--- src/rtl/cpu_pkg.sv ---
// cpu_pkg: shared ISA constants and FSM state encoding
// for the multicycle accumulator core.
package cpu_pkg;

  localparam logic [3:0] OP_MOV  = 4'b0000;
  localparam logic [3:0] OP_ADD  = 4'b0001;
  localparam logic [3:0] OP_SUB  = 4'b0010;
  localparam logic [3:0] OP_MUL  = 4'b0011;
  localparam logic [3:0] OP_DIV  = 4'b0100;
  localparam logic [3:0] OP_IN   = 4'b0111;
  localparam logic [3:0] OP_OUT  = 4'b1000;
  localparam logic [3:0] OP_STOP = 4'b1111;

  localparam int         IND       = 3;
  localparam logic [3:0] MOV_CONST = 4'b1000;

  typedef enum logic [3:0] {
    S_INIT,
    S_FETCH0,
    S_FETCH1,
    S_DECODE,
    S_FETCH2,
    S_FETCH3,
    S_RD2,
    S_CAP2,
    S_RD3,
    S_CAP3,
    S_RDP1,
    S_CAPP1,
    S_IN_WAIT,
    S_WR,
    S_OUT,
    S_HALT
  } state_t;

endpackage

--- src/rtl/cpu_seq_alu.sv ---
// cpu_seq_alu: unsigned modulo arithmetic unit;
// divide by zero yields zero.
module cpu_seq_alu
  import cpu_pkg::*;
#(
  parameter int DW = 16
) (
  input  logic [3:0]    oc,
  input  logic [DW-1:0] a,
  input  logic [DW-1:0] b,
  output logic [DW-1:0] f
);

  always_comb begin
    f = a;
    case (oc)
      OP_ADD: f = a + b;
      OP_SUB: f = a - b;
      OP_MUL: f = a * b;
      OP_DIV: f = (b == '0) ? '0 : a / b;
      default: f = a;
    endcase
  end

endmodule

--- src/rtl/cpu_seq.sv ---
// cpu_seq: multicycle accumulator CPU with direct/indirect
// operands, single-port sync memory, IN/OUT handshakes.
module cpu_seq
  import cpu_pkg::*;
#(
  parameter int DATA_WIDTH = 16,
  parameter int ADDR_WIDTH = 6,
  parameter int PC_INIT    = 8,
  parameter int SP_INIT    = 2**ADDR_WIDTH-1
) (
  input  logic                  clk,
  input  logic                  rst_n,
  input  logic [DATA_WIDTH-1:0] mem_in,
  input  logic [DATA_WIDTH-1:0] in,
  input  logic                  in_valid,
  output logic                  mem_we,
  output logic [ADDR_WIDTH-1:0] mem_addr,
  output logic [DATA_WIDTH-1:0] mem_data,
  output logic [DATA_WIDTH-1:0] out,
  output logic                  out_valid,
  output logic                  in_ready,
  output logic                  halted,
  output logic [ADDR_WIDTH-1:0] pc,
  output logic [ADDR_WIDTH-1:0] sp
);

  state_t state, state_nx, dest_nx;

  logic [15:0]           ir;
  logic [DATA_WIDTH-1:0] a_q, b_q, alu_f;
  logic [ADDR_WIDTH-1:0] ptr, p1;
  logic                  ptr_ok, p1_ok;

  logic [3:0] op, f1, f2, f3;
  logic [ADDR_WIDTH-1:0] fa1, fa2, fa3, wa, mem_ptr;
  logic is_mov, is_in, is_out, is_stop, is_arith, movc;

  assign op  = ir[15:12];
  assign f1  = ir[11:8];
  assign f2  = ir[7:4];
  assign f3  = ir[3:0];
  assign fa1 = ADDR_WIDTH'(ir[10:8]);
  assign fa2 = ADDR_WIDTH'(ir[6:4]);
  assign fa3 = ADDR_WIDTH'(ir[2:0]);
  assign wa  = f1[IND] ? p1 : fa1;
  assign mem_ptr = mem_in[ADDR_WIDTH-1:0];

  assign is_mov   = (op == OP_MOV);
  assign is_in    = (op == OP_IN);
  assign is_out   = (op == OP_OUT);
  assign is_stop  = (op == OP_STOP);
  assign is_arith = op inside {OP_ADD, OP_SUB, OP_MUL, OP_DIV};
  assign movc     = is_mov && (f3 == MOV_CONST);

  assign in_ready = (state == S_IN_WAIT);
  assign halted   = (state == S_HALT);

  cpu_seq_alu #(.DW(DATA_WIDTH)) u_alu (
    .oc (op),
    .a  (b_q),
    .b  (mem_in),
    .f  (alu_f)
  );

  always_ff @(posedge clk or negedge rst_n) begin
    if (!rst_n) state <= S_INIT;
    else        state <= state_nx;
  end

  always_comb begin
    state_nx = state;
    dest_nx  = S_RD2;
    mem_we   = 1'b0;
    mem_addr = '0;
    mem_data = '0;
    if (is_in)     dest_nx = S_IN_WAIT;
    else if (movc) dest_nx = S_FETCH2;
    unique case (state)
      S_INIT:   state_nx = S_FETCH0;
      S_FETCH0: begin
        mem_addr = pc;
        state_nx = S_FETCH1;
      end
      S_FETCH1: state_nx = S_DECODE;
      S_DECODE: begin
        unique case (1'b1)
          is_out:  state_nx = S_RDP1;
          is_stop: state_nx = S_HALT;
          (is_mov | is_in | is_arith):
            state_nx = f1[IND] ? S_RDP1 : dest_nx;
          default: state_nx = S_FETCH0;
        endcase
      end
      S_RDP1: begin
        mem_addr = p1_ok ? p1 : fa1;
        state_nx = (f1[IND] && !p1_ok) ? S_CAPP1 : S_OUT;
      end
      S_CAPP1:  state_nx = is_out ? S_RDP1 : dest_nx;
      S_FETCH2: begin
        mem_addr = pc;
        state_nx = S_FETCH3;
      end
      S_FETCH3: state_nx = S_RD3;
      S_RD2: begin
        mem_addr = ptr_ok ? ptr : fa2;
        state_nx = S_CAP2;
      end
      S_CAP2: begin
        if (f2[IND] && !ptr_ok) state_nx = S_RD2;
        else                    state_nx = is_mov ? S_WR : S_RD3;
      end
      S_RD3: begin
        mem_addr = ptr_ok ? ptr : fa3;
        state_nx = S_CAP3;
      end
      S_CAP3: begin
        // the MOV-constant marker overlaps the IND bit of F3
        if (f3[IND] && !ptr_ok && !is_mov) state_nx = S_RD3;
        else                               state_nx = S_WR;
      end
      S_IN_WAIT: if (in_valid) state_nx = S_WR;
      S_WR: begin
        mem_we   = 1'b1;
        mem_addr = wa;
        mem_data = a_q;
        state_nx = S_FETCH0;
      end
      S_OUT:  state_nx = S_FETCH0;
      S_HALT: state_nx = S_HALT;
      default: state_nx = S_INIT;
    endcase
  end

  always_ff @(posedge clk or negedge rst_n) begin
    if (!rst_n) begin
      pc     <= '0;
      sp     <= '0;
      ir     <= '0;
      a_q    <= '0;
      b_q    <= '0;
      ptr    <= '0;
      p1     <= '0;
      ptr_ok <= 1'b0;
      p1_ok  <= 1'b0;
    end else begin
      unique case (state)
        S_INIT: begin
          pc <= ADDR_WIDTH'(PC_INIT);
          sp <= ADDR_WIDTH'(SP_INIT);
        end
        S_FETCH1: begin
          ir     <= mem_in[15:0];
          pc     <= pc + 1'b1;
          ptr_ok <= 1'b0;
          p1_ok  <= 1'b0;
        end
        S_CAPP1: begin
          p1    <= mem_ptr;
          p1_ok <= 1'b1;
        end
        S_FETCH3: begin
          b_q <= mem_in;
          pc  <= pc + 1'b1;
        end
        S_CAP2: begin
          if (f2[IND] && !ptr_ok) begin
            ptr    <= mem_ptr;
            ptr_ok <= 1'b1;
          end else begin
            b_q    <= mem_in;
            a_q    <= mem_in;
            ptr_ok <= 1'b0;
          end
        end
        S_CAP3: begin
          if (f3[IND] && !ptr_ok && !is_mov) begin
            ptr    <= mem_ptr;
            ptr_ok <= 1'b1;
          end else begin
            a_q    <= alu_f;
            ptr_ok <= 1'b0;
          end
        end
        S_IN_WAIT: if (in_valid) a_q <= in;
        default: ;
      endcase
    end
  end

  always_ff @(posedge clk or negedge rst_n) begin
    if (!rst_n) begin
      out       <= '0;
      out_valid <= 1'b0;
    end else begin
      out_valid <= (state == S_OUT);
      if (state == S_OUT) out <= mem_in;
    end
  end

endmodule
--- config.mk ---
export PLATFORM = sky130hd
export DESIGN_NAME = cpu_seq
export DESIGN_NICKNAME = d
export VERILOG_FILES = /design/src/rtl/cpu_pkg.sv /design/src/rtl/cpu_seq_alu.sv /design/src/rtl/cpu_seq.sv
export SDC_FILE = /design/constraint.sdc
export NUM_CORES = 1
export LEC_CHECK = 0
export ABC_AREA = 0
export BUFFER_PORTS_ARGS = -buffer_cell sky130_fd_sc_hd__buf_2
export CORE_MARGIN = 10
export CORE_UTILIZATION = 60
export DETAILED_ROUTE_END_ITERATION = 8
export PLACE_DENSITY_LB_ADDON = 0.12
export RECOVER_POWER = 100
export SYNTH_ARGS = -nofsm -noshare
export SYNTH_HDL_FRONTEND = slang
export SYNTH_HIERARCHICAL = 1
export SYNTH_SLANG_ARGS = --single-unit
--- constraint.sdc ---
create_clock -name clk -period 40.9 [get_ports clk]
set_input_delay 6.135 -clock clk [delete_from_list [all_inputs] [get_ports clk]]
set_output_delay 6.135 -clock clk [all_outputs]
set_load 0.05 [all_outputs]
==> summary.md <==
| Metric | Value |
|---|---|
| Outcome | finished with violations |
| Violated checks | max-capacitance violations, max-slew violations |
| Worst Hold Path Cells | 2 |
| Setup CP Type | in2reg |
| Register-to-Register Path Depth | 115 |
| Synth Area per Inst | 8.07 um^2 |
| Drt total wl | 56900 um |
| CTS-repair resized insts | 0 |
| Filler cells | 2511 |
| Worst hold path startpoint | out[3] |
| Final hold slack | 0.478 ns |
| Post-synth top area cell | ha_1 |
| Proportion of layout cells with a drive suffix above 1 | 8.81% |
| Slowest stage delay, CP | 0.87 ns |
| Finished Layout Cells | 2511 |
| Max-cap violations | 5 |
| CP Launch Point | mem_in[6] |
| Core area | 27900 um^2 |
| Pre-antenna DRT Iters | 6 |
| Setup repair bufs after CTS | 0 |
| Setup violations, final | 0 |
| Reg clk slew, reported paths | 0.06 ns |
| Ranking of synthesized cells by area | ha_1 15%, dfrtp_1 13%, fa_1 9.6% |
| # DRC | 0 |
| Die X-Extent | 188 um |
| Number of synthesized flops with an enable pin | 0 |
| Final min period | 37.70 ns |
| Worst-skew pair later-pin latency | 0.35 ns |
| CTS Sinks | 90 |
| Delay-heaviest family, CP | compound AO/OA/AOI/OAI gates |
| Critical R2R Launch | b_q[15] |
| Slew @ Worst Pin | 4.70 ns |
| Dpl ws | 4.38 ns |
| Vias in the first global route | 16.1k |
| All-Layer GR Usage | 31.2% |
| Syn Std Cell Area | 17000 um^2 |
| Post-DR vias/cell | 6.58 |
| RSZ-0062 raised after global routing | no |
| Worst EP required | 41.14 ns |
| Post-Syn Instances | 2101 |
| Gp weighted congestion | 1.01 |
| Most used cell, CP | ha_1 |
| First-pass GRT wire length | 89100 um |
| CTS tree | built |
| Hold Path End | out[3] |
| Vert. Die Dim | 188 um |
| Antenna Violating Nets Remaining | 0 |
| Placed Cells | 2495 |
| Slew HR | -213% |
| FP Rows | 61 |
| Detail Placement HPWL | 42900 um |
| Clock buffer depth | 2 |
| CTS root buffer | clkbuf_16 |
| Period utilisation layout | 92.2% |
| CTS Hold Bufs | 0 |
| Starting Density | 60.9% |
| Fin. max-slew vios | 177 |
| Vias | 16.5k |
| P&R area growth vs syn | 5.37% |
| Pin count of the biggest net entering global routing | 89 |
| Post-synthesis cell type count | 111 |
| Fmax | 0.0265 GHz |
| H-Tree Depth | 3 |
| Flops & latches, synth | 90 |
| Cts bufs inserted | 9 |
| Critical Path AT | 37.93 ns |
| RR Endpoint | a_q[0] |
| Register area share after synthesis | 13.3% |
| DRT iter0 DRCs | 1839 |
| Hold Path Class | reg2reg |
| Initial antenna violation count | 0 |
| Async SR Flop Fraction | 100% |
| IO Pins | 89 |
| Layout net count | 2450 |
| Routed length per instance | 22.6 um |
| GRT Residual Overflow | 0 |
| Final Hold Vio Count | 0 |
| Most used DFF post-synth | dfrtp_1 |
| Reg-to-reg setup timing slack | 10.08 ns |
| Post-synth top area share | 15.2% |
| # diodes | 0 |
| Final worst slack | 3.20 ns |
| Crit end category | flop |
| Port bufs | 88 |
| Die area | 35400 um^2 |
| Setup TNS | 0 ns |
| Crit path max-delay cell type | nor3_1 |
| Max Clock Skew | 0.00838 ns |
| Syn Nets | 2423 |
| Buf+Inv Stages, Crit Path | 2 |
| Critical Path Fanout Max | 19 |
| CP Launch Type | primary input |
| Number of synthesis warnings | 6 |
## cells in the mapped netlist (all sizes together), types with 10 or more instances
library cell  count
a211oi           20
a21o             49
a21oi           121
a22oi            22
a31oi            20
and2             58
and3             19
buf              40
clkbuf           63
dfrtp            90
fa               81
ha              206
inv             188
mux2             72
nand2           199
nand2b           15
nand3            51
nand4            12
nor2            148
nor2b            15
nor3             47
nor4             16
o211ai           25
o21a             34
o21ai           125
o221ai           10
o31ai            13
or2              20
or3              20
xnor2            82
xor2             50
## final cells by class
cell class	instances	area [um^2]	share of cell area, %
inverters	188	706	3.95
flip-flops and latches	90	2250	12.6
clock inverters	6	136	0.763
well taps	378	473	2.65
clock buffers	10	239	1.34
multi-input cells	1720	13500	75.5
repair buffers	119	563	3.15
## cell usage in the layout (no fill, tap or decap), drive strengths merged, types with 49 or more instances in the layout
cell type / n
a21oi: 121
o21ai: 125
dfrtp: 90
inv: 189
xor2: 50
ha: 206
clkbuf: 84
nor2: 148
and2: 58
a21o: 49
xnor2: 82
fa: 81
nand3: 51
mux2: 72
nand2: 199
## how the worst max path moves through the flow
stage | end | slack (ns) | cells after the start
finish | a_q[0] | 3.20 | 116
global route | a_q[0] | 0.62 | 117
CTS | a_q[0] | 4.59 | 116
detailed placement | a_q[0] | 4.38 | 116
global placement | a_q[0] | 5.28 | 118
floorplan | a_q[0] | 8.85 | 121
## cell families after synthesis
logic type               after synthesis  synth area share (%)
AND/OR/NAND/NOR                      671                  20.4
AO/OA/AOI/OAI                        549                  22.2
buffers and inverters                291                  7.08
adder cells (fa/ha/maj)              288                  24.8
XOR/XNOR                             132                  6.82
flip-flops                            90                  13.3
multiplexers                          80                  5.34
## metal layers
layer	routed length [um]	global-route usage [%]
met5	0	0
met4	2300	12.6
met3	5450	4.29
met2	25000	49.4
met1	24100	41.8
## sequential cells by signal (all words and copies together) (netlist names), 4 cells and up
name / cells
state: 4
out: 16
p1: 6
b_q: 16
ptr: 6
pc: 6
a_q: 16
ir: 16
## worst min-delay path, cell delays in order, from the launching register on
cell and delay (ns):
dfrtp_1 0.34, nand2_1 0.05, o21ai_0 0.06
## per-stage QoR
| step | area (um^2) | utilization [%] |
|---|---|---|
| finish | 17900 | 64.1 |
| global route | 17900 | 64.1 |
| CTS | 18000 | 64.6 |
| detailed placement | 17600 | 63.3 |
| global placement | 17600 | 63.3 |
| floorplan | 17000 | - |
Power is left out: the tool's default activity adds up to more than one toggle a clock period on the data nets, which glitch-free logic cannot reach.
